`src/rtl/hazard_sequencer.sv`:
```
// hazard_sequencer
//   Pipeline stall/flush sequencer for the 5-stage core. It turns hazard
//   requests (load-use, taken branch/jump, multi-cycle mult/div) into
//   per-stage pipeline-register write enables, bubble-load controls and the
//   PC enable. It owns the MDU stall counter.
//
//   Parameters
//     MUL_LAT  total EX-stage cycles of a multiply (>= 1)
//     DIV_LAT  total EX-stage cycles of a divide (>= 1)
//     CNT_W    MDU counter width (>= clog2(max(MUL_LAT, DIV_LAT)))
//
//   Ports
//     clk          in   clock, rising edge
//     rst_n        in   asynchronous reset, active low
//     LoadUse      in   EX consumer depends on load in MEM
//     BranchTaken  in   control transfer taken in MEM
//     MduStart     in   mult/div instruction present in EX
//     MduIsDiv     in   1 = divide, 0 = multiply (valid with MduStart)
//     MidRegWrite  out  write enables [3]MEM/WB [2]EX/MEM [1]ID/EX [0]IF/ID
//     Stall        out  bubble-load per pipeline register, same bit order
//     Pcen         out  PC write enable
//     MduBusy      out  MDU op in progress (stalling)
//     MduDone      out  one-cycle pulse: MDU result valid in EX this cycle
//     StallCnt     out  (HAZ_PERF_EN only) saturating count of Pcen==0 cycles
//     FlushCnt     out  (HAZ_PERF_EN only) saturating count of branch flushes
//
//   Configuration macro: HAZ_PERF_EN adds the StallCnt/FlushCnt counters.
//
//   Outputs are combinational from state + inputs so the pipeline reacts in
//   the same cycle the hazard is detected.

module hazard_sequencer #(
  parameter int MUL_LAT = 4,
  parameter int DIV_LAT = 32,
  parameter int CNT_W   = 6
) (
  input  logic       clk,
  input  logic       rst_n,
  input  logic       LoadUse,
  input  logic       BranchTaken,
  input  logic       MduStart,
  input  logic       MduIsDiv,
  output logic [3:0] MidRegWrite,
  output logic [3:0] Stall,
  output logic       Pcen,
  output logic       MduBusy,
  output logic       MduDone
`ifdef HAZ_PERF_EN
  ,
  output logic [15:0] StallCnt,
  output logic [15:0] FlushCnt
`endif
);

  typedef enum logic [1:0] {
    RUN      = 2'd0,
    LU_HOLD  = 2'd1,
    MDU_WAIT = 2'd2
  } state_t;

  // The first waiting cycle is the start cycle itself, so the counter is
  // preloaded with L-2 and the done cycle is the one where it reads zero.
  localparam logic [CNT_W-1:0] MUL_INIT = CNT_W'(MUL_LAT - 2);
  localparam logic [CNT_W-1:0] DIV_INIT = CNT_W'(DIV_LAT - 2);
  localparam logic             MUL_ONE  = (MUL_LAT == 1);
  localparam logic             DIV_ONE  = (DIV_LAT == 1);
  localparam logic [CNT_W-1:0] CNT_ZERO = CNT_W'(0);
  localparam logic [CNT_W-1:0] CNT_ONE  = CNT_W'(1);

  state_t           state_r;
  state_t           nextState_s;
  logic [CNT_W-1:0] cnt_r;
  logic [CNT_W-1:0] cntNext_s;
  logic [CNT_W-1:0] mduInit_s;
  logic             mduOne_s;
  logic             flush_s;

  // Latency selection; MduIsDiv matters only on the entry cycle.
  assign mduInit_s = MduIsDiv ? DIV_INIT : MUL_INIT;
  assign mduOne_s  = MduIsDiv ? DIV_ONE  : MUL_ONE;

  // State and MDU counter registers.
  always_ff @(posedge clk or negedge rst_n) begin
    if (!rst_n) begin
      state_r <= RUN;
      cnt_r   <= CNT_ZERO;
    end else begin
      state_r <= nextState_s;
      cnt_r   <= cntNext_s;
    end
  end

  // Next-state logic and same-cycle pipeline controls.
  always_comb begin
    nextState_s = state_r;
    cntNext_s   = cnt_r;
    MidRegWrite = 4'b1111;
    Stall       = 4'b0000;
    Pcen        = 1'b1;
    MduBusy     = 1'b0;
    MduDone     = 1'b0;
    flush_s     = 1'b0;
    case (state_r)
      RUN, LU_HOLD: begin
        if (BranchTaken) begin
          // Flush kills IF/ID/EX, so the other requests belong to dead
          // instructions and are dropped.
          Stall       = 4'b0111;
          flush_s     = 1'b1;
          nextState_s = RUN;
        end else if (LoadUse && (state_r == RUN)) begin
          // In LU_HOLD the load has reached WB; a second stall would be
          // redundant, hence the state check.
          MidRegWrite = 4'b1100;
          Stall       = 4'b0100;
          Pcen        = 1'b0;
          nextState_s = LU_HOLD;
        end else if (MduStart) begin
          if (mduOne_s) begin
            MduDone     = 1'b1;
            nextState_s = RUN;
          end else begin
            MidRegWrite = 4'b1100;
            Stall       = 4'b0100;
            Pcen        = 1'b0;
            MduBusy     = 1'b1;
            cntNext_s   = mduInit_s;
            nextState_s = MDU_WAIT;
          end
        end else begin
          nextState_s = RUN;
        end
      end
      MDU_WAIT: begin
        // All requests are ignored here: MEM only holds bubbles, and the
        // MduStart seen in the done cycle is the op that is finishing.
        if (cnt_r != CNT_ZERO) begin
          MidRegWrite = 4'b1100;
          Stall       = 4'b0100;
          Pcen        = 1'b0;
          MduBusy     = 1'b1;
          cntNext_s   = cnt_r - CNT_ONE;
        end else begin
          MduDone     = 1'b1;
          nextState_s = RUN;
        end
      end
      default: begin
        nextState_s = RUN;
        cntNext_s   = CNT_ZERO;
      end
    endcase
  end

`ifdef HAZ_PERF_EN
  // Saturating performance counters for frozen-PC cycles and flushes.
  always_ff @(posedge clk or negedge rst_n) begin
    if (!rst_n) begin
      StallCnt <= 16'd0;
      FlushCnt <= 16'd0;
    end else begin
      if (!Pcen && (StallCnt != 16'hFFFF)) begin
        StallCnt <= StallCnt + 16'd1;
      end else begin
        StallCnt <= StallCnt;
      end
      if (flush_s && (FlushCnt != 16'hFFFF)) begin
        FlushCnt <= FlushCnt + 16'd1;
      end else begin
        FlushCnt <= FlushCnt;
      end
    end
  end
`else
  // Flush indication only feeds the performance counters.
  logic unusedFlush_s;
  assign unusedFlush_s = flush_s;
`endif

endmodule

```
`config.mk`:
```
export PLATFORM = sky130hd
export DESIGN_NAME = hazard_sequencer
export DESIGN_NICKNAME = d
export VERILOG_FILES = /design/src/rtl/hazard_sequencer.sv
export SDC_FILE = /design/constraint.sdc
export NUM_CORES = 1
export LEC_CHECK = 0
export ABC_AREA = 0
export BUFFER_PORTS_ARGS = -buffer_cell sky130_fd_sc_hd__buf_2
export CAP_MARGIN = 20
export CORE_MARGIN = 5
export CORE_UTILIZATION = 45
export CTS_CLUSTER_DIAMETER = 150
export DETAILED_ROUTE_END_ITERATION = 12
export PLACE_DENSITY_LB_ADDON = 0.3
export SLEW_MARGIN = 0
export SYNTH_ARGS = -nofsm -noshare
export SYNTH_HDL_FRONTEND = slang
export SYNTH_SLANG_ARGS = --single-unit
```
`constraint.sdc`:
```
create_clock -name clk -period 4.5 [get_ports clk]
set_clock_uncertainty 0.1 [all_clocks]
set_input_delay 0.9 -clock clk [delete_from_list [all_inputs] [get_ports clk]]
set_output_delay 0.9 -clock clk [all_outputs]
set_load 0.01 [all_outputs]
```
==> key figures, run 1 <==
Timing
  • Maximum clock frequency: 0.380 GHz
  • Unrepaired setup endpoints after global routing: false
  • Endpoints failing hold: 0
  • Final critical-path required period: 2.63 ns
  • Number of pins exceeding their max-slew limit in the final report: 0
  • Final setup violation count: 0
  • Setup tns final: 0 ns
  • Final Cycle Share: 58.5%

Critical path
  • Crit path largest cell delay: 0.25 ns
  • CP Buf/Inv Count: 2
  • Most prevalent standard cell on the critical path: sky130_fd_sc_hd__buf_2
  • Endpoint arrival time on the critical path: 1.63 ns
  • Worst-path fanout max: 3
  • Critical path required time: 3.50 ns
  • Crit path max-delay cell type: sky130_fd_sc_hd__o31a_1
  • Category of the worst setup path capture point: output pin
  • List of cells traversed by the critical path: buf_2 -> nor2b_1 -> nor2_1 -> o31a_1 -> buf_2
  • Type of the worst setup path: in -> out
  • Worst setup SP type: input pin
  • Crit-path leading delay family: buffers and inverters

CTS
  • Worst-Skew Late Latency: 0.25 ns
  • CTS tree: yes
  • Maximum clock insertion buffer count: 2
  • Total clock buffers created by CTS: 3
  • Buffer count from post-CTS setup fixing: 0
  • Deepest level of the CTS H-tree: 1
  • Clock input transition at the sequential cells of the worst setup and hold paths: 0.05 ns
  • Number of buffers added to fix hold violations after cts: 0
  • CTS resizes: 0
  • Number of sinks on the clock net: 8
  • Clock tree root buffer cell: sky130_fd_sc_hd__clkbuf_4

Detailed routing
  • Final wirelength: 1110 um
  • WL/cell: 12.5 um
  • Iteration-0 DRC Markers: 5
  • Vias: 495
  • Remaining antenna violation count after routing: 0
  • Number of iterations in the first detailed-routing pass: 3
  • Final routed DRC violation total: 0
  • Detail-routed via count per cell: 5.56

Place
  • Dpl cell area: 642 um2
  • RePlAce Congestion: 0.752
  • Sum of net half-perimeters after detailed placement: 896 um
  • Port buffer count: 13

Global routing
  • Aggregate global routing overflow: 0
  • Antenna violations before repair: 0
  • Vias in the first global route: 442
  • Pin count of the biggest net entering global routing: 13
  • GRT Resource Usage Total: 12.2%
  • Global-route wire length before repair: 1830 um

Yosys
  • Largest area contributor in the synthesized netlist: sky130_fd_sc_hd__dfrtp_1
  • Count of mapped cells out of synthesis: 64
  • Number of unique standard cell types used by synthesis: 28
  • Number of warning messages in the yosys log: 0
  • Main area contributors after synthesis: sky130_fd_sc_hd__dfrtp_1 (33%), sky130_fd_sc_hd__buf_4 (8.7%), sky130_fd_sc_hd__a21oi_1 (5.8%), sky130_fd_sc_hd__a2bb2oi_1 (4.3%), sky130_fd_sc_hd__ha_1 (4.1%)
  • Cell Area, Synth: 607 um2
  • Area share of the leading cell type in the synthesized netlist: 33.0%
  • Average size of a mapped cell: 9.48 um2
  • Part of the Yosys area used for sequential elements: 33.0%
  • Register bit count reported by yosys: 8

Pwr
  • Power density over the cells: 701 nW/um2
  • Largest vdd supply drop: 0.312 mV
  • Leakage power: 0.309 nW

Cells and area
  • Cell area after layout: 664 um2
  • Layout cell share with drive strength beyond 1: 32.4%
  • Most common library cell in the layout ignoring fill and taps: sky130_fd_sc_hd__buf_2
  • Leading cell types in the layout, fill and taps excluded: sky130_fd_sc_hd__buf_2 (13), sky130_fd_sc_hd__dfrtp_1 (8), sky130_fd_sc_hd__a21oi_1 (7), sky130_fd_sc_hd__nor2_1 (4), sky130_fd_sc_hd__o21ai_0 (4)
  • Post-Route Utilization: 51.7%
  • Area growth from synthesis to final layout: 9.48%
  • # diodes: 0
  • Nets: 84
  • Number of filler instances in the final layout: 119

Floorplan
  • Num rows: 13
  • Die extent in x: 46.7 um
  • Starting density of the core: 47.2%
  • I/O pin count: 17
  • Vertical die dimension: 46.7 um
  • Std-Cell Core Area: 1280 um2
  • Area enclosed by the die boundary: 2180 um2

Flow run
  • Max-capacitance violation count: 0

Hold path
  • Class of the worst hold path: in -> async

Outcome
  • Result of the run: finished, final reports clean
sequential cells by signal, summed over array words and instances, names as in the netlist:
register	flops
cnt_r	6
state_r	2
cell usage after synthesis (all sizes together):
cell	n
buf	7
o21ai	4
inv	3
and2b	1
nand2	2
nand3	1
nor3	4
a31oi	1
ha	2
o22ai	3
nand2b	3
nor3b	1
nand3b	1
a21oi	8
nor2	4
o31a	1
nor2b	1
conb	2
dfrtp	8
a2bb2oi	4
a21o	1
o41ai	1
and3b	1
area by class of cell:
type	instances	area (um2)	area share [%]
multi-input cells	47	347	52.2
flip-flops and latches	8	200	30.1
repair buffers	13	65.1	9.79
clock buffers	3	22.5	3.39
well taps	15	18.8	2.82
inverters	3	11.3	1.69
path summary, 6_finish.rpt:
| path | slack, ns | startpoint | depth (start not counted) | to |
|---|---|---|---|---|
| max | 1.87 | LoadUse | 5 | Pcen |
| min | 0.38 | rst_n | 1 | cnt_r[3] |
| max reg2reg | 2.99 | cnt_r[0] | 6 | cnt_r[4] |
| min reg2reg | 0.40 | cnt_r[5] | 1 | cnt_r[5] |
| max in group asynchronous | 3.75 | rst_n | 1 | state_r[1] |
| min in group clk | 0.40 | cnt_r[5] | 1 | cnt_r[5] |
layer usage:
metal	track usage, %	share of wire (%)
met1	16.0	48
met3	2.73	6.2
met4	8.29	3.1
met2	17.6	42
met5	0	0
kinds of logic after synthesis:
kind of cell	Yosys count	share of synthesized area, %
buf+inv	10	10.5
flops	8	33.0
other cells	2	1.24
compound gates	23	29.3
fa+ha+maj	2	4.12
simple gates	19	21.9
where the power goes:
group,internal [mW],switching [mW]
Sequential,0.103,0.0541
Combinational,0.125,0.129
Clock,0.0305,0.0243
Total,0.259,0.207
per-stage QoR:
step | worst slack (ns) | power (mW) | instances | hold WS (ns)
finish | 1.87 | 0.466 | 89 | 0.380
global route | 1.79 | 0.510 | 89 | 0.392
CTS | 1.86 | 0.473 | 89 | 0.384
detailed placement | 1.87 | 0.416 | 86 | 0.407
global placement | 1.89 | 0.412 | 86 | 0.380
floorplan | 1.97 | 0.370 | 65 | 0.353
Note: power is estimated with default switching activity, not from simulation.
==> run 2, diff against run 1 <==
==> constraint.sdc (replaced) <==
create_clock -name clk -period 2.5 [get_ports clk]
set_clock_uncertainty 0.1 [all_clocks]
set_input_delay 0.5 -clock clk [delete_from_list [all_inputs] [get_ports clk]]
set_output_delay 0.5 -clock clk [all_outputs]
set_load 0.01 [all_outputs]
==> run 2 against run 1 <==
Against the previous run: final cell count increased by 1.1%; flip-flop and latch count unchanged; first-iteration DRC count increased by 20%; setup slack got worse by 1.5 ns; die area unchanged; cell area increased by 1.5%; worst hold slack got worse by 0.031 ns; via count increased by 1.4%; register-to-register slack got worse by 2.0 ns; largest cell class unchanged.
==> key figures, run 2 (synthesis results as in run 1) <==
Floorplan
  • Area enclosed by the die boundary: 2180 um2 (unchanged)
  • Die extent in x: 46.7 um (unchanged)
  • Vertical die dimension: 46.7 um (unchanged)
  • Std-Cell Core Area: 1280 um2 (unchanged)
  • I/O pin count: 17 (unchanged)
  • Num rows: 13 (unchanged)
  • Starting density of the core: 47.2% (unchanged)

Cells and area
  • Nets: 85 (was 84)
  • Sequential cell area in the final layout: 200 um2 (unchanged)
  • Max reg flops: 6 (unchanged)
  • Largest registers: cnt_r (6), state_r (2) (unchanged)
  • Area used by multi-input combinational logic: 347 um2 (unchanged)
  • Register with the most flip-flops: cnt_r (unchanged)
  • Most common library cell in the layout ignoring fill and taps: sky130_fd_sc_hd__buf_2 (unchanged)
  • # diodes: 0 (unchanged)
  • Leading cell types in the layout, fill and taps excluded: sky130_fd_sc_hd__buf_2 (13), sky130_fd_sc_hd__dfrtp_1 (8), sky130_fd_sc_hd__a21oi_1 (7), sky130_fd_sc_hd__nor2_1 (4), sky130_fd_sc_hd__o21ai_0 (4) (unchanged)
  • Area growth from synthesis to final layout: 11.1% (was 9.48%)
  • Layout cell share with drive strength beyond 1: 32.0% (was 32.4%)
  • Number of filler instances in the final layout: 136 (was 119)

Global routing
  • Vias in the first global route: 418 (was 442)
  • Global-route wire length before repair: 1840 um (was 1830 um)
  • Antenna violations before repair: 0 (unchanged)
  • Aggregate global routing overflow: 0 (unchanged)
  • Pin count of the biggest net entering global routing: 13 (unchanged)
  • GRT Resource Usage Total: 12.4% (was 12.2%)

Detailed routing
  • Number of iterations in the first detailed-routing pass: 4 (was 3)
  • Iteration-0 DRC Markers: 6 (was 5)
  • WL/cell: 13.2 um (was 12.5 um)
  • Final routed DRC violation total: 0 (unchanged)
  • Final wirelength: 1190 um (was 1110 um)
  • Vias: 502 (was 495)
  • Remaining antenna violation count after routing: 0 (unchanged)
  • Detail-routed via count per cell: 5.58 (was 5.56)

Timing
  • Maximum clock frequency: 0.462 GHz
  • Final setup violation count: 0 (unchanged)
  • Setup tns final: 0 ns (unchanged)
  • Number of pins exceeding their max-slew limit in the final report: 0 (unchanged)
  • Endpoints failing hold: 0 (unchanged)
  • Unrepaired setup endpoints after global routing: false (unchanged)
  • Final hold slack: 0.349 ns (was 0.380 ns)
  • Final critical-path required period: 2.16 ns
  • Final Cycle Share: 86.5%

Place
  • Port buffer count: 13 (unchanged)
  • RePlAce Congestion: 0.737 (was 0.752)
  • Sum of net half-perimeters after detailed placement: 974 um (was 896 um)

Outcome
  • Result of the run: finished, final reports clean (unchanged)

Pwr
  • Leakage power: 0.313 nW (was 0.309 nW)
  • Largest vdd supply drop: 0.526 mV (was 0.312 mV)
  • Power density over the cells: 1260 nW/um2 (was 701 nW/um2)

CTS
  • Clock tree root buffer cell: sky130_fd_sc_hd__clkbuf_4 (unchanged)
  • CTS tree: yes (unchanged)
  • Maximum clock insertion buffer count: 2 (unchanged)
  • Number of sinks on the clock net: 8 (unchanged)
  • Total clock buffers created by CTS: 3 (unchanged)
  • Clock input transition at the sequential cells of the worst setup and hold paths: 0.06 ns (was 0.05 ns)
  • Worst-Skew Late Latency: 0.26 ns (was 0.25 ns)
  • Deepest level of the CTS H-tree: 1 (unchanged)

Flow run
  • Max-capacitance violation count: 0 (unchanged)

Critical path
  • Category of the worst setup path capture point: output pin (unchanged)
  • Worst-path fanout max: 6 (was 3)
  • Crit path largest cell delay: 0.45 ns (was 0.25 ns)
  • Type of the worst setup path: reg -> out (was in -> out)
  • Endpoint arrival time on the critical path: 1.56 ns (was 1.63 ns)
  • Critical path required time: 1.90 ns (was 3.50 ns)
  • List of cells traversed by the critical path: nor3_4 -> nand3b_2 -> nand2_1 -> o31a_1 -> buf_2 (was buf_2 -> nor2b_1 -> nor2_1 -> o31a_1 -> buf_2)
  • Worst setup SP type: flip-flop (was input pin)
  • Crit path max-delay cell type: sky130_fd_sc_hd__dfrtp_1 (was sky130_fd_sc_hd__o31a_1)

Hold path
  • Class of the worst hold path: in -> reg (was in -> async)
-- run 2: cell types whose count changed in the layout (fill, tap and decap cells not counted), sizes merged --
cell	delta
dlygate4sd3	+1
-- run 2: layout make-up --
| class | count | area share (%) |
|---|---|---|
| clock buffer | 3 | 3.34 |
| multi-input combinational | 47 | 51.4 |
| inverter | 3 | 1.67 |
| tap | 15 | 2.78 |
| timing repair buffer | 14 | 11.1 |
| sequential | 8 | 29.7 |
-- run 2: critical path, delay by kind of cell (launching register included) --
kind                   cells  cell delay, ns
AOI/OAI and AO/OA          1            0.17
buffers and inverters      1            0.14
DFF                        1            0.45
and+or+nand+nor            3            0.54
-- run 2: path summary, 6_finish.rpt --
check,slack (ns),end,startpoint,cells past startpoint
min in group asynchronous,0.51,cnt_r[5],rst_n,2
min,0.35,state_r[0],BranchTaken,2
min reg2reg,0.41,cnt_r[5],cnt_r[5],1
max reg2reg,1.01,cnt_r[4],cnt_r[0],6
max,0.34,Pcen,cnt_r[2],5
max in group asynchronous,1.63,state_r[0],rst_n,2
-- run 2: routing by layer --
metal	wire (um)	track usage [%]	up-vias
met5	0	0	-
met4	30	8.29	0
met3	63	2.73	4
met2	577	19.2	19
met1	516	15.2	234
li1	-	-	245
-- run 2: through the flow --
stage          cell area (um2)  utilization (%)  worst slack, ns  power, mW  cells
2_1_floorplan              611                -            0.661      0.666     65
3_3_place_gp               642             50.0            0.642      0.747     86
3_5_place_dp               642             50.0            0.609      0.758     86
4_1_cts                    674             52.5            0.320      0.866     90
5_1_grt                    674             52.5            0.217      0.921     90
6_report                   674             52.5            0.336      0.853     90
-- run 2: where the power goes --
part           internal [mW]  switching, mW  leakage (nW)  total (mW)
logic                  0.228          0.239         0.199       0.467
registers              0.185         0.0959        0.0999       0.281
clock network         0.0553         0.0494        0.0138       0.105
-- run 2: timing repair --
item / in CTS / in global routing
hold buffers: 1 / 0
gates resized for setup: 0 / 0
endpoints found under the hold margin: 8 / 0
setup buffers: 0 / 0
==> run 3, diff against run 2 <==
--- a/config.mk
+++ b/config.mk
@@ -10,10 +10,10 @@
 export CAP_MARGIN = 20
 export CORE_MARGIN = 5
 export CORE_UTILIZATION = 45
+export CTS_BUF_LIST = sky130_fd_sc_hd__clkbuf_16
 export CTS_CLUSTER_DIAMETER = 150
 export DETAILED_ROUTE_END_ITERATION = 12
 export PLACE_DENSITY_LB_ADDON = 0.3
-export SLEW_MARGIN = 0
 export SYNTH_ARGS = -nofsm -noshare
 export SYNTH_HDL_FRONTEND = slang
 export SYNTH_SLANG_ARGS = --single-unit
==> run 3 against run 2 <==
Against the previous run: global-route usage up 1.0 points; maximum frequency up 1.5%; setup slack better by 0.032 ns; final cell count down 1.1%; worst hold slack worse by 0.35 ns; count of clock-buffer cells in the layout unchanged; flip-flop and latch count unchanged; critical path depth unchanged; routed wire length up 1.6%; die area unchanged; critical path type unchanged; largest cell class unchanged.
==> key figures, run 3 (synthesis results as in run 1) <==
Detailed routing
  • Final routed DRC violation total: 0 (unchanged)
  • Final wirelength: 1210 um (was 1190 um)
  • WL/cell: 13.6 um (was 13.2 um)
  • Remaining antenna violation count after routing: 0 (unchanged)
  • Detail-routed via count per cell: 5.57 (was 5.58)
  • Iteration-0 DRC Markers: 6 (unchanged)
  • Vias: 496 (was 502)
  • Number of iterations in the first detailed-routing pass: 4 (unchanged)

Floorplan
  • Area enclosed by the die boundary: 2180 um2 (unchanged)
  • Std-Cell Core Area: 1280 um2 (unchanged)
  • I/O pin count: 17 (unchanged)
  • Vertical die dimension: 46.7 um (unchanged)
  • Starting density of the core: 47.2% (unchanged)
  • Num rows: 13 (unchanged)
  • Die extent in x: 46.7 um (unchanged)

CTS
  • Worst-Skew Late Latency: 0.23 ns (was 0.26 ns)
  • CTS tree: yes (unchanged)
  • Clock input transition at the sequential cells of the worst setup and hold paths: 0.04 ns (was 0.06 ns)
  • Total clock buffers created by CTS: 3 (unchanged)
  • Number of buffers added to fix hold violations after cts: 0 (was 1)
  • CTS resizes: 0 (unchanged)
  • Number of sinks on the clock net: 8 (unchanged)
  • Clock tree root buffer cell: sky130_fd_sc_hd__clkbuf_16 (was sky130_fd_sc_hd__clkbuf_4)
  • Maximum clock insertion buffer count: 2 (unchanged)
  • Deepest level of the CTS H-tree: 1 (unchanged)
  • Buffer count from post-CTS setup fixing: 0 (unchanged)

Pwr
  • Largest vdd supply drop: 0.589 mV (was 0.526 mV)
  • Power density over the cells: 1420 nW/um2 (was 1260 nW/um2)
  • Final Power: 1.02 mW (was 0.853 mW)
  • Leakage power: 0.332 nW (was 0.313 nW)

Timing
  • Final setup violation count: 0 (unchanged)
  • Final critical-path required period: 2.13 ns (was 2.16 ns)
  • Endpoints failing hold: 0 (unchanged)
  • Number of pins exceeding their max-slew limit in the final report: 0 (unchanged)
  • Unrepaired setup endpoints after global routing: false (unchanged)
  • Setup tns final: 0 ns (unchanged)
  • Maximum clock frequency: 0.469 GHz (was 0.462 GHz)
  • Final Cycle Share: 85.3% (was 86.5%)

Place
  • Port buffer count: 13 (unchanged)
  • Sum of net half-perimeters after detailed placement: 974 um (unchanged)
  • RePlAce Congestion: 0.737 (unchanged)

Critical path
  • Worst setup SP type: flip-flop (unchanged)
  • Type of the worst setup path: reg -> out (unchanged)
  • Worst-path fanout max: 6 (unchanged)
  • Endpoint arrival time on the critical path: 1.53 ns (was 1.56 ns)
  • Critical path required time: 1.90 ns (about the same)
  • Category of the worst setup path capture point: output pin (unchanged)
  • Worst-case register-to-register setup slack: 1.01 ns (about the same)

Global routing
  • GRT Resource Usage Total: 13.4% (was 12.4%)
  • Vias in the first global route: 418 (unchanged)
  • Global-route wire length before repair: 1880 um (was 1840 um)
  • Pin count of the biggest net entering global routing: 13 (unchanged)
  • Aggregate global routing overflow: 0 (unchanged)
  • Antenna violations before repair: 0 (unchanged)

Cells and area
  • Leading cell types in the layout, fill and taps excluded: sky130_fd_sc_hd__buf_2 (13), sky130_fd_sc_hd__dfrtp_1 (8), sky130_fd_sc_hd__a21oi_1 (7), sky130_fd_sc_hd__nor2_1 (4), sky130_fd_sc_hd__o21ai_0 (4) (unchanged)
  • Register with the most flip-flops: cnt_r (unchanged)
  • Number of filler instances in the final layout: 124 (was 136)
  • Area growth from synthesis to final layout: 18.1% (was 11.1%)
  • Max reg flops: 6 (unchanged)
  • # diodes: 0 (unchanged)
  • Nets: 84 (was 85)
  • Area used by multi-input combinational logic: 347 um2 (unchanged)
  • Largest registers: cnt_r (6), state_r (2) (unchanged)
  • Layout cell share with drive strength beyond 1: 32.4% (was 32.0%)
  • Most common library cell in the layout ignoring fill and taps: sky130_fd_sc_hd__buf_2 (unchanged)
  • Sequential cell area in the final layout: 200 um2 (unchanged)

Outcome
  • Result of the run: finished, final reports clean (unchanged)

Hold path
  • Class of the worst hold path: in -> async (was in -> reg)

Flow run
  • Max-capacitance violation count: 0 (unchanged)
[run 3: changes by cell type in the layout (fill, tap and decap cells not counted)]
cell	change
sky130_fd_sc_hd__clkbuf_16	+3
sky130_fd_sc_hd__clkbuf_4	-3
sky130_fd_sc_hd__dlygate4sd3_1	-1
[run 3: layout make-up]
type	count	share of cell area, %
Inverter	3	1.57
Clock buffer	3	10.5
Tap cell	15	2.62
Multi-Input combinational cell	47	48.3
Timing Repair Buffer	13	9.08
Sequential cell	8	27.9
[run 3: layer usage]
metal	global-route usage, %	wire (um)	vias to the layer above
met5	0	0	-
met4	9.94	43	0
met3	4.69	87	5
met2	20.3	565	21
met1	15.5	509	223
li1	-	-	247
[run 3: worst paths after layout]
path | startpoint | to | cells after the start
max in group asynchronous | rst_n | state_r[0] | 1
worst min register to register | cnt_r[5] | cnt_r[5] | 1
worst min-delay path | rst_n | cnt_r[1] | 1
worst max-delay path | cnt_r[2] | Pcen | 5
worst max register to register | cnt_r[0] | cnt_r[3] | 5
min in group clk | BranchTaken | state_r[0] | 2
[run 3: per-stage QoR]
stage | hold WS, ns | worst slack, ns | instance area (um2) | cells | util [%]
floorplan | 0.104 | 0.661 | 611 | 65 | -
CTS | 0.00569 | 0.352 | 717 | 89 | 55.8
detailed placement | 0.255 | 0.609 | 642 | 86 | 50.0
finish | 0.000675 | 0.368 | 717 | 89 | 55.8
global placement | 0.248 | 0.642 | 642 | 86 | 50.0
global route | 0.0204 | 0.249 | 717 | 89 | 55.8
[run 3: power by group]
part	switching (mW)	internal, mW	total, mW	leakage [nW]
clock	0.0645	0.206	0.271	0.0370
sequential	0.0961	0.186	0.282	0.0999
combinational	0.238	0.227	0.465	0.195
total	0.399	0.619	1.02	0.332
[run 3: critical path, cell delays in order (launching register included)]
cell and delay, ns:
sky130_fd_sc_hd__dfrtp_1 0.45, sky130_fd_sc_hd__nor3_4 0.26, sky130_fd_sc_hd__nand3b_2 0.15, sky130_fd_sc_hd__nand2_1 0.13, sky130_fd_sc_hd__o31a_1 0.17, sky130_fd_sc_hd__buf_2 0.14
